$ cat config.mk
export PLATFORM = sky130hd
export DESIGN_NAME = track_heading_flat
export DESIGN_NICKNAME = d
export VERILOG_FILES = /design/src/rtl/track_heading_pkg.sv /design/src/rtl/track_heading_if.sv /design/src/rtl/track_heading_seq_divider.sv /design/src/rtl/track_heading.sv /design/src/flat_wrapper.sv
export SDC_FILE = /design/constraint.sdc
export NUM_CORES = 1
export LEC_CHECK = 0
export ABC_CLOCK_PERIOD_IN_PS = 9300
export CAP_MARGIN = 40
export CORE_MARGIN = 2
export CORE_UTILIZATION = 45
export DETAILED_ROUTE_END_ITERATION = 8
export PLACE_DENSITY = 0.68
export SLEW_MARGIN = 20
export SYNTH_ARGS = -nofsm -noshare
export SYNTH_HDL_FRONTEND = slang
export SYNTH_SLANG_ARGS = --single-unit
$ cat constraint.sdc
create_clock -name clk -period 9.3 [get_ports clk]
set_input_delay 2.79 -clock clk [delete_from_list [all_inputs] [get_ports clk]]
set_output_delay 2.79 -clock clk [all_outputs]
set_load 0.005 [all_outputs]
$ cat src/rtl/track_heading_pkg.sv
// rtl/track_heading_pkg.sv - shared state encoding, channel codes and pixel match helper for track_heading
package track_pkg;

   typedef enum logic [1:0] {
      ACCUM     = 2'd0,
      DIV_COL   = 2'd1,
      DIV_SCALE = 2'd2,
      OUTPUT    = 2'd3
   } track_state_e;

   // chan_sel encoding; code 3 falls through to red
   localparam logic [1:0] CHAN_RED   = 2'd0;
   localparam logic [1:0] CHAN_GREEN = 2'd1;
   localparam logic [1:0] CHAN_BLUE  = 2'd2;

   // RGB444 field offsets inside the 12-bit pixel
   localparam int R_LSB = 8;
   localparam int G_LSB = 4;
   localparam int B_LSB = 0;

   // Target channel must exceed the margin and both other channels must sit
   // below target minus margin; the first term keeps the subtraction from wrapping.
   function automatic logic pixel_match(input logic [11:0] pix,
                                        input logic [1:0]  chan,
                                        input logic [3:0]  thr);
      logic [3:0] r, g, b, t, o1, o2, lim;
      r = pix[R_LSB +: 4];
      g = pix[G_LSB +: 4];
      b = pix[B_LSB +: 4];
      case (chan)
         CHAN_GREEN: begin t = g; o1 = r; o2 = b; end
         CHAN_BLUE:  begin t = b; o1 = r; o2 = g; end
         default:    begin t = r; o1 = g; o2 = b; end
      endcase
      lim = t - thr;
      return (t > thr) && (o1 < lim) && (o2 < lim);
   endfunction

endpackage

$ cat src/rtl/track_heading_if.sv
// rtl/track_heading_if.sv - pixel stream valid/ready interface for track_heading
interface track_heading_if #(
   parameter int PIX_W = 12
);
   logic             pix_valid;
   logic             pix_ready;
   logic [PIX_W-1:0] pix_data;
   logic             pix_sof;

   // frame-buffer reader side
   modport master (output pix_valid, output pix_data, output pix_sof, input pix_ready);
   // tracker side
   modport slave (input pix_valid, input pix_data, input pix_sof, output pix_ready);
endinterface

$ cat src/rtl/track_heading_seq_divider.sv
// rtl/track_heading_seq_divider.sv - restoring divider, one quotient bit per cycle, divide-by-zero yields 0
module seq_divider #(
   parameter int WIDTH = 8
) (
   input  logic             clk,
   input  logic             rst,
   input  logic             start,
   input  logic [WIDTH-1:0] dividend,
   input  logic [WIDTH-1:0] divisor,
   output logic             busy,
   output logic             done,
   output logic [WIDTH-1:0] quotient
);
   localparam int CNT_W = $clog2(WIDTH + 1);

   logic [WIDTH-1:0] rem_q, rem_d;
   logic [WIDTH-1:0] dvd_q, dvd_d;
   logic [WIDTH-1:0] dvs_q, dvs_d;
   logic [CNT_W-1:0] cnt_q, cnt_d;
   logic             busy_q, busy_d;
   logic             done_q, done_d;
   logic             zero_q, zero_d;

   logic             load;
   logic [WIDTH-1:0] step_rem_in, step_dvd_in, step_dvs;
   logic [WIDTH-1:0] step_rem, step_dvd;
   logic [WIDTH:0]   trial;
   logic             qbit;

   // the load cycle already performs the first step, so a division takes WIDTH edges
   assign load = start && !busy_q;

   // one restoring step: shift next dividend bit into the remainder, subtract if it fits
   always_comb begin
      step_rem_in = load ? '0 : rem_q;
      step_dvd_in = load ? dividend : dvd_q;
      step_dvs    = load ? divisor : dvs_q;
      trial       = {step_rem_in, step_dvd_in[WIDTH-1]};
      if (trial >= {1'b0, step_dvs}) begin
         step_rem = trial[WIDTH-1:0] - step_dvs;
         qbit     = 1'b1;
      end else begin
         step_rem = trial[WIDTH-1:0];
         qbit     = 1'b0;
      end
      step_dvd = {step_dvd_in[WIDTH-2:0], qbit};
   end

   // sequencing: load, iterate WIDTH-1 more times, then pulse done
   always_comb begin
      rem_d  = rem_q;
      dvd_d  = dvd_q;
      dvs_d  = dvs_q;
      cnt_d  = cnt_q;
      busy_d = busy_q;
      done_d = 1'b0;
      zero_d = zero_q;
      if (load) begin
         rem_d  = step_rem;
         dvd_d  = step_dvd;
         dvs_d  = divisor;
         cnt_d  = CNT_W'(WIDTH - 1);
         busy_d = 1'b1;
         zero_d = (divisor == '0);
      end else if (busy_q) begin
         rem_d = step_rem;
         dvd_d = step_dvd;
         cnt_d = cnt_q - CNT_W'(1);
         if (cnt_q == CNT_W'(1)) begin
            busy_d = 1'b0;
            done_d = 1'b1;
         end
      end
   end

   // divider state registers
   always_ff @(posedge clk or posedge rst) begin
      if (rst) begin
         rem_q  <= '0;
         dvd_q  <= '0;
         dvs_q  <= '0;
         cnt_q  <= '0;
         busy_q <= 1'b0;
         done_q <= 1'b0;
         zero_q <= 1'b0;
      end else begin
         rem_q  <= rem_d;
         dvd_q  <= dvd_d;
         dvs_q  <= dvs_d;
         cnt_q  <= cnt_d;
         busy_q <= busy_d;
         done_q <= done_d;
         zero_q <= zero_d;
      end
   end

   assign busy     = busy_q;
   assign done     = done_q;
   assign quotient = zero_q ? '0 : dvd_q;

endmodule

$ cat src/rtl/track_heading.sv
// rtl/track_heading.sv - colour-target centroid tracker producing a signed heading; optional TRACK_HEADING_SMOOTH_EN
module track_heading
   import track_pkg::*;
#(
   parameter int  IMAGE_WIDTH  = 320,
   parameter int  IMAGE_HEIGHT = 240,
   parameter int  FOV          = 25,
   parameter int  THRESHOLD    = 3,
   parameter int  MIN_PIXELS   = 16,
   parameter int  PIX_W        = 12,
   localparam int SUM_W        = $clog2(IMAGE_WIDTH * IMAGE_HEIGHT * IMAGE_WIDTH),
   localparam int CNT_W        = $clog2(IMAGE_WIDTH * IMAGE_HEIGHT + 1)
) (
   input  logic              clk,
   input  logic              rst,
   track_heading_if.slave    pix,
   input  logic [1:0]        chan_sel,
   output logic signed [7:0] heading,
   output logic              detected,
   output logic              result_valid,
   output logic [CNT_W-1:0]  match_count
);
   localparam int COL_W = (IMAGE_WIDTH  > 1) ? $clog2(IMAGE_WIDTH)  : 1;
   localparam int ROW_W = (IMAGE_HEIGHT > 1) ? $clog2(IMAGE_HEIGHT) : 1;

   localparam logic [COL_W-1:0] LAST_COL = COL_W'(IMAGE_WIDTH - 1);
   localparam logic [ROW_W-1:0] LAST_ROW = ROW_W'(IMAGE_HEIGHT - 1);
   localparam logic [SUM_W-1:0] FOV_S    = SUM_W'(FOV);
   localparam logic [SUM_W-1:0] SPAN_S   = SUM_W'(IMAGE_WIDTH - 1);
   localparam logic [7:0]       HALF_FOV = 8'(FOV >> 1);
   localparam logic [3:0]       THR4     = 4'(THRESHOLD);
   localparam logic [CNT_W-1:0] MIN_CNT  = CNT_W'(MIN_PIXELS);

   track_state_e     state_q, state_d;
   logic             ready_q, ready_d;
   logic [COL_W-1:0] col_q, col_d;
   logic [ROW_W-1:0] row_q, row_d;
   logic [SUM_W-1:0] sum_q, sum_d;
   logic [CNT_W-1:0] cnt_q, cnt_d;
   logic [1:0]       chan_q, chan_d;
   logic             col_go_q, col_go_d;
   logic [7:0]       heading_q, heading_d;
   logic             detected_q, detected_d;
   logic             rv_q, rv_d;
   logic [CNT_W-1:0] mc_q, mc_d;
`ifdef TRACK_HEADING_SMOOTH_EN
   logic             prev_ok_q, prev_ok_d;
   logic [8:0]       avg9;
`endif

   logic [PIX_W-1:0] pix_word;
   logic             accept;
   logic [COL_W-1:0] base_col;
   logic [ROW_W-1:0] base_row;
   logic [SUM_W-1:0] base_sum;
   logic [CNT_W-1:0] base_cnt;
   logic [1:0]       eff_chan;
   logic             is_match;
   logic             last_pix;
   logic             det;
   logic [7:0]       raw_heading;

   logic             div_start, div_busy, div_done, scale_launch;
   logic [SUM_W-1:0] div_dividend, div_divisor, div_quo;

   assign pix_word = pix.pix_data;

   seq_divider #(.WIDTH(SUM_W)) u_div (
      .clk      (clk),
      .rst      (rst),
      .start    (div_start),
      .dividend (div_dividend),
      .divisor  (div_divisor),
      .busy     (div_busy),
      .done     (div_done),
      .quotient (div_quo)
   );

   // shared divider: column average first, then the FOV scaling chained straight off its done
   always_comb begin
      scale_launch = (state_q == DIV_COL) && div_done;
      div_start    = (col_go_q && !div_busy) || scale_launch;
      div_dividend = scale_launch ? div_quo * FOV_S : sum_q;
      div_divisor  = scale_launch ? SPAN_S : SUM_W'(cnt_q);
   end

   // pixel-side view: sof restarts the frame before the pixel itself is accumulated
   always_comb begin
      accept   = pix.pix_valid && ready_q;
      base_col = pix.pix_sof ? '0 : col_q;
      base_row = pix.pix_sof ? '0 : row_q;
      base_sum = pix.pix_sof ? '0 : sum_q;
      base_cnt = pix.pix_sof ? '0 : cnt_q;
      eff_chan = pix.pix_sof ? chan_sel : chan_q;
      is_match = pixel_match(pix_word[11:0], eff_chan, THR4);
      last_pix = (base_col == LAST_COL) && (base_row == LAST_ROW);
   end

   // frame result from the scaled quotient; heading is zero unless the frame detected
   always_comb begin
      det         = (cnt_q >= MIN_CNT);
      raw_heading = div_quo[7:0] - HALF_FOV;
   end

   // main control: accumulate, two divide phases, one output cycle
   always_comb begin
      state_d    = state_q;
      ready_d    = ready_q;
      col_d      = col_q;
      row_d      = row_q;
      sum_d      = sum_q;
      cnt_d      = cnt_q;
      chan_d     = chan_q;
      col_go_d   = col_go_q;
      heading_d  = heading_q;
      detected_d = detected_q;
      rv_d       = 1'b0;
      mc_d       = mc_q;
`ifdef TRACK_HEADING_SMOOTH_EN
      prev_ok_d  = prev_ok_q;
      avg9       = '0;
`endif
      case (state_q)
         ACCUM: begin
            if (accept) begin
               chan_d = eff_chan;
               sum_d  = base_sum + (is_match ? SUM_W'(base_col) : '0);
               cnt_d  = base_cnt + CNT_W'(is_match);
               if (last_pix) begin
                  state_d  = DIV_COL;
                  ready_d  = 1'b0;
                  col_go_d = 1'b1;
                  col_d    = '0;
                  row_d    = '0;
               end else if (base_col == LAST_COL) begin
                  col_d = '0;
                  row_d = base_row + ROW_W'(1);
               end else begin
                  col_d = base_col + COL_W'(1);
                  row_d = base_row;
               end
            end
         end
         DIV_COL: begin
            col_go_d = col_go_q && !div_busy;
            if (div_done) begin
               state_d = DIV_SCALE;
            end
         end
         DIV_SCALE: begin
            if (div_done) begin
               state_d = OUTPUT;
            end
         end
         OUTPUT: begin
            detected_d = det;
            mc_d       = cnt_q;
            rv_d       = 1'b1;
`ifdef TRACK_HEADING_SMOOTH_EN
            if (det) begin
               if (prev_ok_q) begin
                  avg9      = {heading_q[7], heading_q} + {raw_heading[7], raw_heading};
                  heading_d = avg9[8:1];
               end else begin
                  heading_d = raw_heading;
               end
               prev_ok_d = 1'b1;
            end else begin
               heading_d = '0;
               prev_ok_d = 1'b0;
            end
`else
            heading_d = det ? raw_heading : '0;
`endif
            state_d = ACCUM;
            ready_d = 1'b1;
            sum_d   = '0;
            cnt_d   = '0;
            col_d   = '0;
            row_d   = '0;
         end
         default: state_d = ACCUM;
      endcase
   end

   // state and registered outputs
   always_ff @(posedge clk or posedge rst) begin
      if (rst) begin
         state_q    <= ACCUM;
         ready_q    <= 1'b1;
         col_q      <= '0;
         row_q      <= '0;
         sum_q      <= '0;
         cnt_q      <= '0;
         chan_q     <= CHAN_RED;
         col_go_q   <= 1'b0;
         heading_q  <= '0;
         detected_q <= 1'b0;
         rv_q       <= 1'b0;
         mc_q       <= '0;
`ifdef TRACK_HEADING_SMOOTH_EN
         prev_ok_q  <= 1'b0;
`endif
      end else begin
         state_q    <= state_d;
         ready_q    <= ready_d;
         col_q      <= col_d;
         row_q      <= row_d;
         sum_q      <= sum_d;
         cnt_q      <= cnt_d;
         chan_q     <= chan_d;
         col_go_q   <= col_go_d;
         heading_q  <= heading_d;
         detected_q <= detected_d;
         rv_q       <= rv_d;
         mc_q       <= mc_d;
`ifdef TRACK_HEADING_SMOOTH_EN
         prev_ok_q  <= prev_ok_d;
`endif
      end
   end

   assign pix.pix_ready = ready_q;
   assign heading       = heading_q;
   assign detected      = detected_q;
   assign result_valid  = rv_q;
   assign match_count   = mc_q;

endmodule

$ cat src/flat_wrapper.sv
// flat-port wrapper written by rule: the top's interface ports become plain ports
module track_heading_flat import track_pkg::*;
#(
   parameter int  IMAGE_WIDTH  = 320,
   parameter int  IMAGE_HEIGHT = 240,
   parameter int  FOV          = 25,
   parameter int  THRESHOLD    = 3,
   parameter int  MIN_PIXELS   = 16,
   parameter int  PIX_W        = 12,
   localparam int SUM_W        = $clog2(IMAGE_WIDTH * IMAGE_HEIGHT * IMAGE_WIDTH),
   localparam int CNT_W        = $clog2(IMAGE_WIDTH * IMAGE_HEIGHT + 1)
)
  (clk, rst, chan_sel, heading, detected, result_valid, match_count, pix_pix_valid, pix_pix_data, pix_pix_sof, pix_pix_ready);
  track_heading_if #(.PIX_W(PIX_W)) pix_i ();
  input  logic clk;
  input  logic rst;
  input  logic [1:0] chan_sel;
  output logic signed [7:0] heading;
  output logic detected;
  output logic result_valid;
  output logic [CNT_W-1:0] match_count;
  input wire logic [$bits(pix_i.pix_valid)-1:0] pix_pix_valid;
  input wire logic [$bits(pix_i.pix_data)-1:0] pix_pix_data;
  input wire logic [$bits(pix_i.pix_sof)-1:0] pix_pix_sof;
  output wire logic [$bits(pix_i.pix_ready)-1:0] pix_pix_ready;
  assign pix_i.pix_valid = pix_pix_valid;
  assign pix_i.pix_data = pix_pix_data;
  assign pix_i.pix_sof = pix_pix_sof;
  assign pix_pix_ready = pix_i.pix_ready;
  track_heading #(.IMAGE_WIDTH(IMAGE_WIDTH), .IMAGE_HEIGHT(IMAGE_HEIGHT), .FOV(FOV), .THRESHOLD(THRESHOLD), .MIN_PIXELS(MIN_PIXELS), .PIX_W(PIX_W)) u_core (.clk(clk), .rst(rst), .pix(pix_i), .chan_sel(chan_sel), .heading(heading), .detected(detected), .result_valid(result_valid), .match_count(match_count));
endmodule
==> summary.txt, run 1 <==
Power
  • Pint: 1.14 mW
  • VDD IR max: 0.0000864 V
  • Logic pwr share: 0.044
  • PwrDens: 107 nW/um2
  • Sw Share: 0.251
  • Sequential power share: 0.499
  • Psw: 383 uW
  • Design Power: 1.53 mW
  • Part of the power in the clock network: 0.458
  • Leak: 7.09 nW

Clock tree
  • Post-CTS setup buffers: 0
  • CTS tree: built
  • CTS root buffer: clkbuf_16
  • Htree depth: 4
  • CTS resizes: 0
  • Post-cts hold buffer count: 0
  • Clock sink count: 175
  • Clock-pin transition on the worst setup and hold timing paths: 0.07 ns
  • CTS max path bufs: 2
  • Worst skew pair latency: 0.44 ns
  • CTS Buf Count: 17

Route
  • DR iter-0 viols: 615
  • Per-cell routed wire length: 16.0 um
  • Routed Wire Length: 29900 um
  • Remaining DRCs: 0
  • Antenna-violating nets left: 0
  • Initial DRT Pass Iterations: 5
  • Vias post-DR: 10500
  • Vias per Instance: 5.60

Setup path
  • R2R Setup Slk: 2.25 ns
  • Reg2reg end: u_core.u_div.rem_q[11]
  • Worst r2r src: u_core.u_div.zero_q
  • Crit path launch type: primary input
  • Critical-path maximum fanout: 12
  • Critical path required time: 9.61 ns
  • Arr. time, crit path: 8.57 ns
  • Cells on worst reg2reg path: 29
  • Crit end category: flop
  • Crit path kind: in -> reg

Yosys
  • Synthesis-stage register bit count: 175
  • Mean Syn Cell Area: 8.82 um2
  • Syn. warnings: 0
  • Asr flop ratio synth: 1.00
  • Netlist cell types: 86
  • Number of synthesized flops with an enable pin: 0
  • Register area share after synthesis: 0.340
  • Mapped Nets: 1610
  • Netlist Area Pre-Place: 12900 um2
  • Gate Count Post-Synth: 1461
  • Top FF cell, synth: dfrtp_1

Placed design
  • Detail Placement HPWL: 21800 um
  • RePlAce Congestion: 0.880
  • Port Buf Inserts: 45
  • DP Cell Count: 1837

STA
  • RSZ-0062 raised after global routing: no
  • Clock skew: 0.0150 ns
  • Worst-Margin Slew: 0.742 ns
  • Setup TNS: 0 ns
  • Relative slew slack: 0.505
  • Fmax: 0.121 GHz
  • Fin crit period: 8.26 ns
  • Slew Viols, Final: 0
  • Setup violations, final: 0
  • Hold Vio Cnt, Final: 0
  • Period utilization: 0.888

Finish
  • Multi-input gate area: 7630 um2
  • Register Area: 4380 um2
  • Layout cell share with drive strength beyond 1: 0.0745
  • Commonest non-fill, non-tap cell in the layout: dfrtp_1
  • ANT cells: 0
  • Most frequent cells in the layout: dfrtp_1 (174), inv_1 (162), nand2_1 (116)
  • Filler cells: 2662
  • Post-Layout Cell Count: 1868
  • Fin nets: 1627
  • Area Overhead vs Synth: 11.1%

Global route
  • First-pass GRT wire length: 51800 um
  • Vias in the first global route: 10200
  • Overall Global Routing Usage: 0.207
  • Initial antenna violation count: 0
  • Grt ovf: 0
  • Largest net degree at the start of global routing: 57

Job
  • Maxcap violations: 0

Min path
  • Worst hold start: u_core.u_div.dvs_q[18]
  • Worst hold path class: reg -> reg
  • Hold EP: u_core.u_div.dvs_q[18]
  • Worst Hold Depth: 2

Status
  • Status: finished clean

Floorplan
  • Core Area: 28000 um2
  • Die Span Y: 173 um
  • Die area: 30000 um2
  • I/O pin count: 46
  • Initial core utilization: 0.460
  • Die width: 173 um
  • Row cnt: 61
-- registers in the layout, summed over array words and instances, names as in the netlist, 5 cells and up --
| name | flops |
|---|---|
| u_core.u_div.dvs_q | 25 |
| u_core.u_div.dvd_q | 25 |
| u_core.match_count | 17 |
| u_core.u_div.rem_q | 25 |
| u_core.heading | 8 |
| u_core.cnt_q | 17 |
| u_core.col_q | 9 |
| u_core.sum_q | 25 |
| u_core.u_div.cnt_q | 5 |
| u_core.row_q | 8 |
-- stage by stage --
| stage | util | cell area, um2 | hold slack [ns] | setup slack [ns] |
|---|---|---|---|---|
| 2_1_floorplan | - | 12900 | 0.433 | 1.24 |
| 3_3_place_gp | 0.488 | 13700 | 0.448 | 0.879 |
| 3_5_place_dp | 0.491 | 13700 | 0.453 | 0.723 |
| 4_1_cts | 0.511 | 14300 | 0.469 | 1.13 |
| 5_1_grt | 0.511 | 14300 | 0.496 | 0.409 |
| 6_report | 0.511 | 14300 | 0.466 | 1.04 |
-- critical path: stages --
cell	delay, ns
clkdlybuf4s50_1	0.53
mux2i_1	0.29
inv_1	0.09
ha_1	0.50
inv_1	0.12
o21ai_0	0.25
inv_1	0.10
ha_1	0.20
xnor2_1	0.23
ha_1	0.27
nor2b_1	0.13
o21ai_0	0.18
o2111ai_1	0.21
nor2_1	0.31
and2_1	0.18
ha_1	0.25
and2b_1	0.18
o21ai_1	0.20
a21boi_2	0.09
o21ai_1	0.21
a21boi_2	0.11
o2111a_1	0.26
o21ai_1	0.59
nor4_1	0.11
nand3b_1	0.19
-- logic make-up after synthesis --
kind of cell	Yosys count	share of synthesized area
AOI/OAI and AO/OA	392	0.204
and+or+nand+nor	428	0.169
DFF	175	0.340
buffers and inverters	229	0.0692
muxes	41	0.0343
adders and majority gates	131	0.139
xor gates and xnor gates	65	0.0442
-- cell usage after synthesis, drive strengths merged (16+ instances only) --
library cell	n	area (um2)
dfrtp	174	4350
inv	163	612
o21ai	123	619
nand2	118	448
ha	110	1380
nor2	91	344
a21oi	78	417
clkbuf	50	188
and2	47	294
xnor2	40	350
nand3	33	165
nor2b	33	206
a22oi	28	210
mux2	25	282
xor2	25	219
and3	24	150
nand2b	22	138
a21o	21	158
fa	21	420
a211oi	18	145
a31oi	18	134
mux2i	16	160
nor3	16	90.1
-- metal layers --
layer  up-vias  wire length, um  global-route usage
met5         -                0                   0
met4         0              425              0.0508
met3        31              753              0.0243
met2       161            14000               0.336
met1      5135            14700               0.294
li1       5125                -                   -
-- how the worst max path moves through the flow --
stage | cells after the start | slack [ns] | start | end
finish | 25 | 1.04 | pix_pix_sof | u_core.sum_q[16]
floorplan | 29 | 1.24 | pix_pix_sof | u_core.sum_q[24]
CTS | 25 | 1.13 | pix_pix_sof | u_core.sum_q[16]
global placement | 26 | 0.88 | pix_pix_sof | u_core.sum_q[16]
global route | 25 | 0.41 | pix_pix_sof | u_core.sum_q[22]
detailed placement | 25 | 0.72 | pix_pix_sof | u_core.sum_q[16]
-- layout make-up --
type,count,share of cell area
Inverter,164,0.0433
Sequential cell,175,0.306
Clock buffer,17,0.0297
Tap cell,378,0.0330
Timing Repair Buffer,63,0.0442
Multi-Input combinational cell,1057,0.533
Clock inverter,14,0.0105
-- power by group through the flow --
stage,Sequential (mW),Clock (mW),Combinational (mW)
floorplan,0.776,0,0.0420
global placement,0.775,0,0.0628
detailed placement,0.775,0,0.0676
CTS,0.760,0.713,0.0678
global route,0.760,0.746,0.0762
finish,0.760,0.698,0.0666
No activity file was read; power rests on OpenSTA's default activity.
==> run 2: changes to the inputs <==
- CORE_UTILIZATION: 45 -> 55
- GPL_TIMING_DRIVEN: not set -> 0
- PLACE_DENSITY: 0.68 -> 0.79
==> run 2 against run 1 <==
  * Largest cell class unchanged
  * Register-to-register slack worse by 0.51 ns
  * Critical path type unchanged
  * Fmax shrank 5.7%
  * Cell count shrank 0.59%
  * Die area down 18%
  * Hold slack got worse by 0.0018 ns
  * Non-clock buffer count is 47 higher
  * Via count up 5.4%
  * Routed wire length is 9.6% higher
  * First-iteration DRC count is 45% higher
==> summary.txt, run 2 (synthesis results as in run 1) <==
Finish
  • Most frequent cells in the layout: dfrtp_1 (174), inv_1 (162), nand2_1 (116)
  • Post-Layout Cell Count: 1857 (-0.59%)
  • Commonest non-fill, non-tap cell in the layout: dfrtp_1
  • Area Overhead vs Synth: 11.7%
  • Design Area, Final: 14400 um2 (+0.55%)
  • Filler cells: 2007 (-25%)
  • Fin nets: 1674 (+2.9%)
  • Layout cell share with drive strength beyond 1: 0.0670 (-0.00753)
  • Fin util: 0.619 (+0.108)
  • ANT cells: 0 (unchanged)

STA
  • Worst-Margin Slew: 0.859 ns (+0.117 ns)
  • Setup TNS: 0 ns (unchanged)
  • RSZ-0062 raised after global routing: no
  • Relative slew slack: 0.421 (-0.0835)
  • Hold Slack: 0.464 ns (-0.00177 ns)
  • Fin crit period: 8.76 ns (+0.498 ns)
  • Period utilization: 0.942 (+0.0536)
  • Setup violations, final: 0 (unchanged)
  • Slew Viols, Final: 0 (unchanged)
  • Hold Vio Cnt, Final: 0 (unchanged)
  • Fmax: 0.114 GHz (-5.7%)
  • Clock skew: 0.0111 ns (-0.00384 ns)

Setup path
  • Crit-path leading delay family: buffers and inverters
  • Buf+Inv Stages, Crit Path: 9 (+5)
  • Crit path kind: in -> reg
  • Critical-path maximum fanout: 19 (+7)
  • CP most frequent cell: inv_1
  • CP max stage delay: 0.65 ns (+0.06 ns)
  • Crit-path slowest cell: clkdlybuf4s50_1
  • Arr. time, crit path: 9.12 ns (+0.55 ns)
  • Crit path launch type: primary input
  • Crit end category: flop
  • Critical path required time: 9.67 ns (+0.06 ns)

Floorplan
  • I/O pin count: 46 (unchanged)
  • Initial core utilization: 0.554 (+0.0939)
  • Core Area: 23300 um2 (-17%)
  • Die width: 157 um (-9.3%)
  • Die Span Y: 157 um (-9.3%)
  • Die area: 24700 um2 (-18%)
  • Row cnt: 56 (-8.2%)

Route
  • Vias post-DR: 11000 (+5.4%)
  • Routed Wire Length: 32800 um (+9.6%)
  • Antenna-violating nets left: 0 (unchanged)
  • Initial DRT Pass Iterations: 5 (unchanged)
  • Per-cell routed wire length: 17.7 um (+10%)
  • Vias per Instance: 5.93 (+6.0%)
  • DR iter-0 viols: 891 (+45%)
  • Remaining DRCs: 0 (unchanged)

Status
  • Status: finished clean

Clock tree
  • Post-cts hold buffer count: 0 (unchanged)
  • Post-CTS setup buffers: 0 (unchanged)
  • CTS tree: built
  • Htree depth: 4 (unchanged)
  • Clock sink count: 175 (unchanged)
  • CTS root buffer: clkbuf_16
  • CTS Buf Count: 17 (unchanged)
  • Worst skew pair latency: 0.44 ns (about the same)
  • CTS max path bufs: 2 (unchanged)
  • Clock-pin transition on the worst setup and hold timing paths: 0.06 ns (about the same)

Power
  • PwrDens: 110 nW/um2 (+3.5%)
  • Leak: 7.13 nW (+0.57%)
  • VDD IR max: 0.000115 V (+33%)

Placed design
  • Port Buf Inserts: 45 (unchanged)
  • DP Cell Count: 1826 (-0.60%)
  • Dpl cell area: 13800 um2 (+0.25%)
  • Detail Placement HPWL: 24400 um (+12%)
  • RePlAce Congestion: 0.899 (+2.3%)

Global route
  • Grt ovf: 0 (unchanged)
  • Overall Global Routing Usage: 0.279 (+0.0728)
  • First-pass GRT wire length: 55000 um (+6.0%)
  • Initial antenna violation count: 0 (unchanged)
  • Vias in the first global route: 10900 (+7.0%)
  • Largest net degree at the start of global routing: 98 (+72%)

Job
  • Maxcap violations: 0 (unchanged)

Min path
  • Worst hold path class: reg -> reg
==> run 2: cell types whose count changed in the layout (fill, tap and decap cells not counted), moves of 3 or more <==
cell	previous run	this run
clkinv_2	0	3
buf_2	0	4
clkbuf_1	0	50
buf_4	15	3
buf_1	0	4
bufinv_16	0	4
clkinv_8	3	0
==> run 2: final cells by class <==
class,count,area (um2),area share
plain buffers,64,277,0.0192
clock buffers,18,429,0.0298
clock inverters,14,191,0.0133
inverters,164,623,0.0433
multi-input cells,1057,7620,0.529
flip-flops and latches,175,4380,0.304
well taps,319,399,0.0277
repair buffers,46,478,0.0332
==> run 2: worst reg2reg max path: cells and delay by family, from the launching register on <==
kind / cells / cell delay (ns)
buf+inv: 5 / 1.26
xor+xnor: 1 / 0.26
flops: 1 / 0.57
compound gates: 12 / 2.58
simple gates: 4 / 0.66
fa+ha+maj: 6 / 2.10
==> run 2: final timing paths <==
path                                              from                endpoint  slack [ns]  cells after the start
worst max-delay path                       pix_pix_sof        u_core.sum_q[24]        0.54                     30
worst max register to register     u_core.u_div.zero_q  u_core.u_div.rem_q[10]        1.74                     28
min in group asynchronous                          rst         u_core.row_q[6]        2.83                      2
worst min-delay path            u_core.u_div.dvs_q[21]  u_core.u_div.dvs_q[21]        0.46                      2
max in group asynchronous                          rst   u_core.u_div.dvd_q[4]        5.59                      3
worst min register to register  u_core.u_div.dvs_q[21]  u_core.u_div.dvs_q[21]        0.46                      2
==> run 2: per-layer routing <==
| metal | vias up | global-route usage | wire length [um] |
|---|---|---|---|
| li1 | 5225 | - | - |
| met1 | 5343 | 0.381 | 14900 |
| met2 | 383 | 0.457 | 15200 |
| met3 | 66 | 0.0460 | 2020 |
| met4 | 0 | 0.0887 | 746 |
| met5 | - | 0 | 0 |
==> run 2: stage by stage <==
stage	total power [mW]	worst slack (ns)
2_1_floorplan	0.818	1.24
6_report	1.59	0.543
3_3_place_gp	0.839	-0.676
3_5_place_dp	0.842	-0.468
5_1_grt	1.64	0.101
4_1_cts	1.59	0.404
==> run 2: power by group <==
| part | total [mW] | internal (mW) | leakage [nW] | switching [mW] |
|---|---|---|---|---|
| Combinational | 0.0653 | 0.0235 | 4.40 | 0.0418 |
| Clock | 0.761 | 0.450 | 0.292 | 0.311 |
| Sequential | 0.761 | 0.761 | 2.43 | 0 |
| Total | 1.59 | 1.23 | 7.13 | 0.353 |
==> run 2: repair_timing <==
action | CTS | global route
resized for setup | 0 | 3
endpoints found under the setup margin | 1 | 9
endpoints found under the hold margin | 0 | 0
==> run 3: changes to the inputs <==
- CORE_UTILIZATION: 55 -> 60
- PLACE_DENSITY: 0.79 -> 0.84
==> run 3 against run 2 <==
  * Sequential share of layout area up 0.058 points
  * Hold slack gained 0.0071 ns
  * Global-route usage rose by 2.4 points
  * Routed wire length is 0.67% higher
  * Clock power up 4.6%
  * Critical endpoint unchanged
  * Cell count down 2.4%
  * Final area decreased by 0.19%
  * Via count grew 1.3%
  * Register-to-register slack better by 0.05 ns
  * Largest cell class unchanged
==> summary.txt, run 3 (synthesis results as in run 1) <==
Clock tree
  • CTS max path bufs: 2 (unchanged)
  • CTS root buffer: clkbuf_16
  • Post-cts hold buffer count: 0 (unchanged)
  • Clock-pin transition on the worst setup and hold timing paths: 0.06 ns (about the same)
  • Htree depth: 4 (unchanged)
  • Clock sink count: 175 (unchanged)
  • Worst skew pair latency: 0.45 ns (about the same)
  • CTS Buf Count: 17 (unchanged)
  • Post-CTS setup buffers: 0 (unchanged)
  • CTS tree: built

STA
  • RSZ-0062 raised after global routing: no
  • Fmax: 0.113 GHz (-1.4%)
  • Fin crit period: 8.89 ns (+0.129 ns)
  • Worst-Margin Slew: 0.816 ns (-0.0433 ns)
  • Slew Viols, Final: 0 (unchanged)
  • Clock skew: 0.0172 ns (+0.00607 ns)
  • Setup TNS: 0 ns (unchanged)
  • Setup violations, final: 0 (unchanged)
  • Period utilization: 0.955 (+0.0138)
  • Relative slew slack: 0.450 (+0.0292)
  • Hold Vio Cnt, Final: 0 (unchanged)

Finish
  • Filler cells: 1605 (-20%)
  • ANT cells: 0 (unchanged)
  • Area Overhead vs Synth: 11.5%
  • Fin util: 0.683 (+0.0647)
  • Commonest non-fill, non-tap cell in the layout: dfrtp_1
  • Layout cell share with drive strength beyond 1: 0.0670 (unchanged)
  • Fin nets: 1674 (unchanged)
  • Most frequent cells in the layout: dfrtp_1 (174), inv_1 (162), nand2_1 (116)

Setup path
  • Critical path required time: 9.67 ns (about the same)
  • R2R Setup Slk: 1.79 ns (+0.05 ns)
  • Worst r2r src: u_core.u_div.zero_q
  • CP most frequent cell: inv_1
  • Crit-path slowest cell: clkdlybuf4s50_1
  • CP max stage delay: 0.60 ns (-0.05 ns)
  • Arr. time, crit path: 9.25 ns (+0.13 ns)
  • Crit end category: flop
  • Critical-path maximum fanout: 19 (unchanged)
  • Crit path kind: in -> reg
  • Crit path launch type: primary input
  • Cells on worst reg2reg path: 27 (-3.6%)
  • Reg2reg end: u_core.u_div.rem_q[23]

Route
  • Initial DRT Pass Iterations: 6 (+1)
  • Vias per Instance: 6.16 (+3.8%)
  • Antenna-violating nets left: 0 (unchanged)
  • Remaining DRCs: 0 (unchanged)
  • DR iter-0 viols: 1068 (+20%)
  • Vias post-DR: 11200 (+1.3%)
  • Routed Wire Length: 33000 um (+0.67%)
  • Per-cell routed wire length: 18.2 um (+3.1%)

Power
  • VDD IR max: 0.000132 V (+15%)
  • PwrDens: 113 nW/um2 (+2.5%)
  • Leak: 7.15 nW (+0.31%)

Global route
  • Vias in the first global route: 11000 (+0.70%)
  • Largest net degree at the start of global routing: 97 (-1.0%)
  • Grt ovf: 0 (unchanged)
  • Overall Global Routing Usage: 0.303 (+0.0239)
  • First-pass GRT wire length: 54300 um (-1.3%)
  • Initial antenna violation count: 0 (unchanged)

Floorplan
  • Row cnt: 53 (-5.4%)
  • I/O pin count: 46 (unchanged)
  • Die Span Y: 151 um (-4.2%)
  • Initial core utilization: 0.613 (+0.0591)
  • Die area: 22700 um2 (-8.1%)
  • Core Area: 21000 um2 (-9.6%)
  • Die width: 151 um (-4.2%)

Min path
  • Worst hold path class: reg -> reg
  • Hold EP: u_core.u_div.dvs_q[19]
  • Worst Hold Depth: 2 (unchanged)
  • Worst hold start: u_core.u_div.dvs_q[19]

Placed design
  • RePlAce Congestion: 0.899 (about the same)
  • Detail Placement HPWL: 24500 um (+0.23%)
  • Port Buf Inserts: 45 (unchanged)

Status
  • Status: finished clean

Job
  • Maxcap violations: 0 (unchanged)
-- run 3: layer usage --
| metal | vias up | global-route usage | routed length, um |
|---|---|---|---|
| met1 | 5411 | 0.409 | 14300 |
| li1 | 5236 | - | - |
| met2 | 435 | 0.492 | 15300 |
| met3 | 83 | 0.0494 | 2400 |
| met4 | 0 | 0.117 | 1050 |
| met5 | - | 0 | 0 |
-- run 3: repair_timing --
action                                 4_1_cts  5_1_grt
resized for setup                            0        1
setup endpoints to repair                    1        1
pin swaps                                    0        0
endpoints found under the hold margin        0        0
-- run 3: where the power goes --
group          leakage (nW)  switching, mW  internal, mW  total [mW]
sequential             2.43              0         0.761       0.761
combinational          4.40         0.0424        0.0239      0.0663
clock                 0.317          0.325         0.471       0.796
-- run 3: worst max-delay path by stage --
stage | cells past startpoint | from | slack, ns | to
after global placement | 2 | rst | -0.60 | u_core.u_div.dvs_q[22]
after CTS | 30 | pix_pix_sof | 0.39 | u_core.sum_q[24]
after global routing | 30 | pix_pix_sof | 0.05 | u_core.sum_q[24]
final | 30 | pix_pix_sof | 0.41 | u_core.sum_q[24]
after detailed placement | 31 | pix_pix_sof | -0.47 | u_core.sum_q[24]
after floorplan | 29 | pix_pix_sof | 1.24 | u_core.sum_q[24]
-- run 3: stage by stage --
step	setup WS [ns]	instance area, um2	power, mW	hold slack, ns	instances
after global placement	-0.603	13700	0.837	0.448	1781
after global routing	0.0537	14400	1.67	0.500	1813
final	0.415	14400	1.62	0.471	1813
after floorplan	1.24	12900	0.818	0.433	1461
after detailed placement	-0.472	13700	0.842	0.459	1782
after CTS	0.388	14400	1.63	0.476	1813
-- run 3: worst max-delay path: cells and delay by family --
| kind | cells | cell delay (ns) |
|---|---|---|
| compound gates | 10 | 1.74 |
| simple gates | 5 | 1.11 |
| mux | 1 | 0.32 |
| buf+inv | 9 | 1.88 |
| fa+ha+maj | 5 | 1.43 |
-- run 3: cell type report --
cell class,count,area (um2),area share
Multi-Input combinational cell,1057,7620,0.530
Sequential cell,175,4380,0.305
Buffer,64,275,0.0192
Inverter,164,623,0.0434
Clock inverter,13,196,0.0137
Tap cell,275,344,0.0239
Clock buffer,19,453,0.0315
Timing Repair Buffer,46,478,0.0333
